### config.mk
export PLATFORM = sky130hd
export DESIGN_NAME = shift_reg_univ_flat
export DESIGN_NICKNAME = d
export VERILOG_FILES = /design/src/rtl/shift_reg_univ_pkg.sv /design/src/rtl/shift_reg_univ_if.sv /design/src/rtl/shift_reg_univ_word_counter.sv /design/src/rtl/shift_reg_univ.sv /design/src/flat_wrapper.sv
export SDC_FILE = /design/constraint.sdc
export NUM_CORES = 1
export LEC_CHECK = 0
export ABC_CLOCK_PERIOD_IN_PS = 1600
export BUFFER_PORTS_ARGS = -buffer_cell sky130_fd_sc_hd__buf_4
export CORE_MARGIN = 3
export CORE_UTILIZATION = 46
export CTS_CLUSTER_SIZE = 8
export DETAILED_ROUTE_END_ITERATION = 6
export PLACE_DENSITY = 0.76
export REMOVE_ABC_BUFFERS = 1
export SYNTH_ARGS = -nofsm -noshare
export SYNTH_HDL_FRONTEND = slang
export SYNTH_SLANG_ARGS = --single-unit
### constraint.sdc
create_clock -name clk -period 1.6 [get_ports clk]
set_clock_uncertainty 0.2 [all_clocks]
set_input_delay 0.16 -clock clk [delete_from_list [all_inputs] [get_ports clk]]
set_output_delay 0.16 -clock clk [all_outputs]
set_load 0.03 [all_outputs]
### src/rtl/shift_reg_univ_pkg.sv
// Purpose: shared mode encodings and shift-direction type for the universal
// shift register and its word counter.
package shift_pkg;

  localparam logic [1:0] MODE_HOLD = 2'b00;
  localparam logic [1:0] MODE_SHR  = 2'b01;
  localparam logic [1:0] MODE_SHL  = 2'b10;
  localparam logic [1:0] MODE_LOAD = 2'b11;

  typedef enum logic {
    DIR_R = 1'b0,
    DIR_L = 1'b1
  } dir_e;

endpackage

### src/rtl/shift_reg_univ_if.sv
// Purpose: control/data bundle of the universal shift register.
// Ports: en, mode, sir, sil, pin driven by master; pout, sor, sol, bit_cnt,
// word_done driven by slave (the register).
interface shift_reg_univ_if #(
  parameter int unsigned WIDTH = 8
);
  localparam int unsigned CW = $clog2(WIDTH);

  logic             en;
  logic [1:0]       mode;
  logic             sir;
  logic             sil;
  logic [WIDTH-1:0] pin;
  logic [WIDTH-1:0] pout;
  logic             sor;
  logic             sol;
  logic [CW-1:0]    bit_cnt;
  logic             word_done;

  modport master (
    output en, mode, sir, sil, pin,
    input  pout, sor, sol, bit_cnt, word_done
  );

  modport slave (
    input  en, mode, sir, sil, pin,
    output pout, sor, sol, bit_cnt, word_done
  );
endinterface

### src/rtl/shift_reg_univ_word_counter.sv
// Purpose: counts consecutive same-direction shifts modulo WIDTH and pulses
// word_done for one cycle after each full word.
// Ports: clk, rst (sync, active-high), shift_valid/shift_dir (a shift edge and
// its direction), clear (parallel load), bit_cnt, word_done.
module shift_word_counter
  import shift_pkg::*;
#(
  parameter int unsigned WIDTH = 8
) (
  input  logic                     clk,
  input  logic                     rst,
  input  logic                     shift_valid,
  input  dir_e                     shift_dir,
  input  logic                     clear,
  output logic [$clog2(WIDTH)-1:0] bit_cnt,
  output logic                     word_done
);
  localparam int unsigned CW = $clog2(WIDTH);
  localparam logic [CW-1:0] LAST = CW'(WIDTH - 1);

  dir_e last_dir;

  // Explicit compare against WIDTH-1 so non-power-of-two widths wrap correctly.
  always_ff @(posedge clk) begin
    if (rst) begin
      bit_cnt   <= '0;
      word_done <= 1'b0;
      last_dir  <= DIR_R;
    end else begin
      word_done <= 1'b0;
      if (clear) begin
        bit_cnt <= '0;
      end else if (shift_valid) begin
        if (shift_dir == last_dir) begin
          if (bit_cnt == LAST) begin
            bit_cnt   <= '0;
            word_done <= 1'b1;
          end else begin
            bit_cnt <= CW'(bit_cnt + CW'(1));
          end
        end else begin
          // A direction change starts a new word; this shift is its first bit.
          bit_cnt  <= CW'(1);
          last_dir <= shift_dir;
        end
      end
    end
  end

endmodule

### src/rtl/shift_reg_univ.sv
// Purpose: parametrised universal shift register (hold, shift right, shift
// left, parallel load) with serial/parallel outputs and word-complete pulse.
// Ports: clk, rst (sync, active-high), bus (slave side of shift_reg_univ_if).
module shift_reg_univ
  import shift_pkg::*;
#(
  parameter int unsigned      WIDTH   = 8,
  parameter logic [WIDTH-1:0] RST_VAL = '0
) (
  input  logic           clk,
  input  logic           rst,
  shift_reg_univ_if.slave bus
);
  logic [WIDTH-1:0] q;
  logic             shift_valid_c;
  logic             clear_c;
  dir_e             shift_dir_c;

  // Data register; unselected serial/parallel inputs never reach q.
  always_ff @(posedge clk) begin
    if (rst) begin
      q <= RST_VAL;
    end else if (bus.en) begin
      case (bus.mode)
        MODE_SHR:  q <= {bus.sir, q[WIDTH-1:1]};
        MODE_SHL:  q <= {q[WIDTH-2:0], bus.sil};
        MODE_LOAD: q <= bus.pin;
        default:   q <= q;
      endcase
    end
  end

  // Decode the counter's view of this cycle's operation.
  always_comb begin
    shift_valid_c = 1'b0;
    clear_c       = 1'b0;
    shift_dir_c   = DIR_R;
    if (bus.en) begin
      case (bus.mode)
        MODE_SHR:  shift_valid_c = 1'b1;
        MODE_SHL: begin
          shift_valid_c = 1'b1;
          shift_dir_c   = DIR_L;
        end
        MODE_LOAD: clear_c = 1'b1;
        default:   shift_valid_c = 1'b0;
      endcase
    end
  end

  shift_word_counter #(
    .WIDTH(WIDTH)
  ) u_cnt (
    .clk         (clk),
    .rst         (rst),
    .shift_valid (shift_valid_c),
    .shift_dir   (shift_dir_c),
    .clear       (clear_c),
    .bit_cnt     (bus.bit_cnt),
    .word_done   (bus.word_done)
  );

  assign bus.pout = q;
  assign bus.sor  = q[0];
  assign bus.sol  = q[WIDTH-1];

endmodule

### src/flat_wrapper.sv
// flat-port wrapper written by rule: the top's interface ports become plain ports
module shift_reg_univ_flat import shift_pkg::*;
#(
  parameter int unsigned      WIDTH   = 8,
  parameter logic [WIDTH-1:0] RST_VAL = '0
)
  (clk, rst, bus_en, bus_mode, bus_sir, bus_sil, bus_pin, bus_pout, bus_sor, bus_sol, bus_bit_cnt, bus_word_done);
  shift_reg_univ_if #(.WIDTH(WIDTH)) bus_i ();
  input  logic clk;
  input  logic rst;
  input wire logic [$bits(bus_i.en)-1:0] bus_en;
  input wire logic [$bits(bus_i.mode)-1:0] bus_mode;
  input wire logic [$bits(bus_i.sir)-1:0] bus_sir;
  input wire logic [$bits(bus_i.sil)-1:0] bus_sil;
  input wire logic [$bits(bus_i.pin)-1:0] bus_pin;
  output wire logic [$bits(bus_i.pout)-1:0] bus_pout;
  output wire logic [$bits(bus_i.sor)-1:0] bus_sor;
  output wire logic [$bits(bus_i.sol)-1:0] bus_sol;
  output wire logic [$bits(bus_i.bit_cnt)-1:0] bus_bit_cnt;
  output wire logic [$bits(bus_i.word_done)-1:0] bus_word_done;
  assign bus_i.en = bus_en;
  assign bus_i.mode = bus_mode;
  assign bus_i.sir = bus_sir;
  assign bus_i.sil = bus_sil;
  assign bus_i.pin = bus_pin;
  assign bus_pout = bus_i.pout;
  assign bus_sor = bus_i.sor;
  assign bus_sol = bus_i.sol;
  assign bus_bit_cnt = bus_i.bit_cnt;
  assign bus_word_done = bus_i.word_done;
  shift_reg_univ #(.WIDTH(WIDTH), .RST_VAL(RST_VAL)) u_core (.clk(clk), .rst(rst), .bus(bus_i));
endmodule
==> out/qor.log <==
qor: run_status.status completed
qor: yosys.post_synth_num_cell_types 24
qor: power_and_ir_drop.power_frac_clock 0.257
qor: grt.grt_busiest_layer met2
qor: critical_path.critPathKind input pin to flop
qor: place.placed_cells 119
qor: min_path.hold-path-cell-count 3
qor: grt.grt.overflow.total 0
qor: routing.drt-vias-per-instance 5.78
qor: routing.vias 734
qor: finish.layout-drive-gt1-share 0.357
qor: finish.layout_common_cells sky130_fd_sc_hd__buf_4, sky130_fd_sc_hd__dfxtp_1, sky130_fd_sc_hd__nand2_1
qor: timing.finalCritPeriodShare 0.935
qor: power_and_ir_drop.sw_frac_of_total 0.316
qor: timing.finalHoldViolations 0
qor: place.detailed_place_hpwl 1.28 mm
qor: yosys.syn-cell-area 728 um^2
qor: cts.cts_sinks 13
qor: cts.clk-insertion-delay-late 0.27 ns
qor: critical_path.crit_path_start_kind input pin
qor: place.routabilityCongestion 0.778
qor: timing.finalWorstPathRequiredPeriod 1.50 ns
qor: place.pre_cts_slack 0.0760 ns
qor: finish.nFillCells 120
qor: routing.remaining_routing_drc_violations 0
qor: floorplanning.die_width 45.8 um
qor: grt.global_routing_usage_on_met1 0.230
qor: critical_path.worstPathRequired 1.58 ns
qor: min_path.hold_class input pin to flop
qor: yosys.avgSynthCellArea 8.99 um^2
qor: cts.cts-htree-levels 1
qor: floorplanning.die_h 45.8 um
qor: timing.slew_viol_final 0
qor: power_and_ir_drop.seq_power_share 0.460
qor: timing.relSlewSlack 0.849
qor: critical_path.cp_arrival 1.48 ns
qor: routing.drt_pre_antenna_iters 4
qor: timing.final.setup.worst_slack 0.103 ns
qor: cts.cts-root-buf sky130_fd_sc_hd__clkbuf_4
qor: run.max_cap_violations 0
qor: critical_path.crit_fanout 16
qor: critical_path.worstSetupEndpointType flop
qor: place.io_buffer_count 28
qor: routing.total_wire_length_after_detailed_routing 1.77 mm
qor: timing.max_freq 668 MHz
qor: finish.insertedDiodeCount 0
qor: cts.clkSlewWorstSetupHoldPaths 0.08 ns
qor: finish.seq_area 260 um^2
qor: finish.fin_cells 127
qor: grt.grtUsageMet2 0.298
qor: power_and_ir_drop.power.density 798 nW/um^2
qor: power_and_ir_drop.leakagePower 0.440 nW
qor: yosys.synthDominantCellAreaShare 0.357
qor: power_and_ir_drop.netSwitchingPower 249 uW
qor: power_and_ir_drop.combPwrFrac 0.283
qor: grt.grt_usage 0.181
qor: cts.tritoncts.num_buffers 3
qor: timing.rsz0062_at_grt false
qor: floorplanning.rows 13
qor: timing.timing_worst_slew_pin_value 0.225 ns
qor: finish.num-nets-final 133
qor: power_and_ir_drop.internal_power 541 uW
qor: yosys.synthesis.instances 81
qor: cts.cts.repair.resized 0
qor: finish.multiInputGateArea 394 um^2
qor: floorplanning.num_io_pins 29
qor: yosys.synthTopCellsByArea sky130_fd_sc_hd__dfxtp_1, sky130_fd_sc_hd__ha_1, sky130_fd_sc_hd__a22oi_1
qor: yosys.count_of_state_elements_after_synthesis 13
qor: routing.route.detailed.wl_per_inst 13.9 um
qor: routing.detail-route-antenna-nets 0
qor: grt.grt_pass1_wl 2.73 mm
qor: yosys.synthesis.yosys.warnings 0
qor: finish.growth_of_design_area_from_synthesis_to_finish 35.9%
qor: routing.drt_first_iter_violations 19
qor: cts.clock_tree_from_tritoncts done
qor: yosys.sequential_to_total_area_share_from_yosys_stat 0.357
qor: finish.most_common_cell_after_layout_fill_and_taps_aside sky130_fd_sc_hd__buf_4
qor: power_and_ir_drop.ir_worst_vdd 468 uV
qor: grt.use_met3 0.0356
qor: critical_path.reg2reg_depth 5
qor: floorplanning.floorplan.initialDensity 0.521
qor: cts.cts-root-to-sink-buffers 2
qor: timing.setup_total_negative_slack 0 ns
qor: grt.grt_pass1_vias 648
qor: timing.setup_violations 0
qor: floorplanning.die_area 2100 um^2
qor: floorplanning.floorplan.core_area 1400 um^2
qor: grt.grt_start_max_net_pins 17
qor: grt.antenna_found_initial 0
qor: yosys.synthDominantAreaCellType sky130_fd_sc_hd__dfxtp_1
-- state kept, by name, summed over array words and instances, names as in the netlist --
| register | cells |
|---|---|
| u_core.u_cnt.word_done | 1 |
| u_core.u_cnt.bit_cnt | 3 |
| u_core.bus.pout | 8 |
| u_core.u_cnt.last_dir | 1 |
-- critical path: stages --
cell and delay, ns:
sky130_fd_sc_hd__dlygate4sd3_1 0.55, sky130_fd_sc_hd__buf_4 0.16, sky130_fd_sc_hd__nor2b_4 0.16, sky130_fd_sc_hd__buf_12 0.15, sky130_fd_sc_hd__nor2_1 0.05, sky130_fd_sc_hd__a311oi_1 0.25
-- cells in the mapped netlist --
library cell,n
sky130_fd_sc_hd__dfxtp_1,13
sky130_fd_sc_hd__nand2_1,11
sky130_fd_sc_hd__a22oi_1,8
sky130_fd_sc_hd__nor2_1,8
sky130_fd_sc_hd__a311oi_1,6
sky130_fd_sc_hd__ha_1,5
sky130_fd_sc_hd__a21oi_1,4
sky130_fd_sc_hd__buf_4,3
sky130_fd_sc_hd__nor3_1,3
sky130_fd_sc_hd__a311oi_2,2
sky130_fd_sc_hd__clkbuf_1,2
sky130_fd_sc_hd__inv_1,2
sky130_fd_sc_hd__nand4_1,2
sky130_fd_sc_hd__nor2_2,2
sky130_fd_sc_hd__a21o_1,1
sky130_fd_sc_hd__buf_12,1
sky130_fd_sc_hd__buf_2,1
sky130_fd_sc_hd__buf_6,1
sky130_fd_sc_hd__nand3_1,1
sky130_fd_sc_hd__nand4b_1,1
sky130_fd_sc_hd__nor2b_4,1
sky130_fd_sc_hd__o21ai_0,1
sky130_fd_sc_hd__xnor2_1,1
sky130_fd_sc_hd__xor2_1,1
-- stage by stage --
step | hold slack (ns) | cell area [um^2] | power, mW | util
finish | 0.0863 | 990 | 0.790 | 0.708
global route | 0.0878 | 990 | 0.831 | 0.708
CTS | 0.0860 | 970 | 0.786 | 0.693
detailed placement | 0.224 | 913 | 0.580 | 0.653
global placement | 0.221 | 913 | 0.576 | 0.653
floorplan | 0.0279 | 662 | 0.488 | -
-- final timing paths --
check,startpoint,endpoint,slack [ns]
setup / recovery,bus_en,u_core.bus.pout[0]$_SDFFE_PP0P_,0.10
hold / removal,bus_pin[6],u_core.bus.pout[6]$_SDFFE_PP0P_,0.09
setup reg to reg,u_core.u_cnt.bit_cnt[0]$_SDFFE_PP0P_,u_core.u_cnt.bit_cnt[0]$_SDFFE_PP0P_,0.27
hold reg to reg,u_core.u_cnt.bit_cnt[2]$_SDFFE_PP0P_,u_core.u_cnt.bit_cnt[2]$_SDFFE_PP0P_,0.30
-- cells by family (layout without fill, tap and decap cells) --
family,Yosys count,after routing,synth area share
compound gates,22,22,0.241
xor+xnor,2,2,0.0241
fa+ha+maj,5,5,0.0859
buf+inv,10,41,0.101
flops,13,13,0.357
simple gates,29,29,0.191
-- final cells by class --
class	instances	share of cell area
Inverter	2	0.00759
Timing Repair Buffer	35	0.286
Multi-Input combinational cell	58	0.398
Sequential cell	13	0.263
Clock buffer	4	0.0265
Tap cell	15	0.0190
-- layer usage --
metal / wire length, um / vias to the layer above
li1: - / 357
met1: 772 / 348
met5: 0 / -
met3: 140 / 2
met4: 11 / 0
met2: 843 / 27
-- power groups by stage --
stage | Combinational [mW] | Clock [mW] | Sequential, mW
3_5_place_dp | 0.209 | 0 | 0.370
3_3_place_gp | 0.207 | 0 | 0.370
5_1_grt | 0.240 | 0.225 | 0.366
4_1_cts | 0.217 | 0.207 | 0.362
6_report | 0.224 | 0.203 | 0.363
2_1_floorplan | 0.0763 | 0 | 0.411
-- repair_timing --
| item | 4_1_cts | 5_1_grt |
|---|---|---|
| hold buffers | 3 | 0 |
| setup buffers | 0 | 1 |
| endpoints found under the setup margin | 0 | 7 |
| endpoints found under the hold margin | 11 | 0 |
Power figures use the tool's default switching activity.
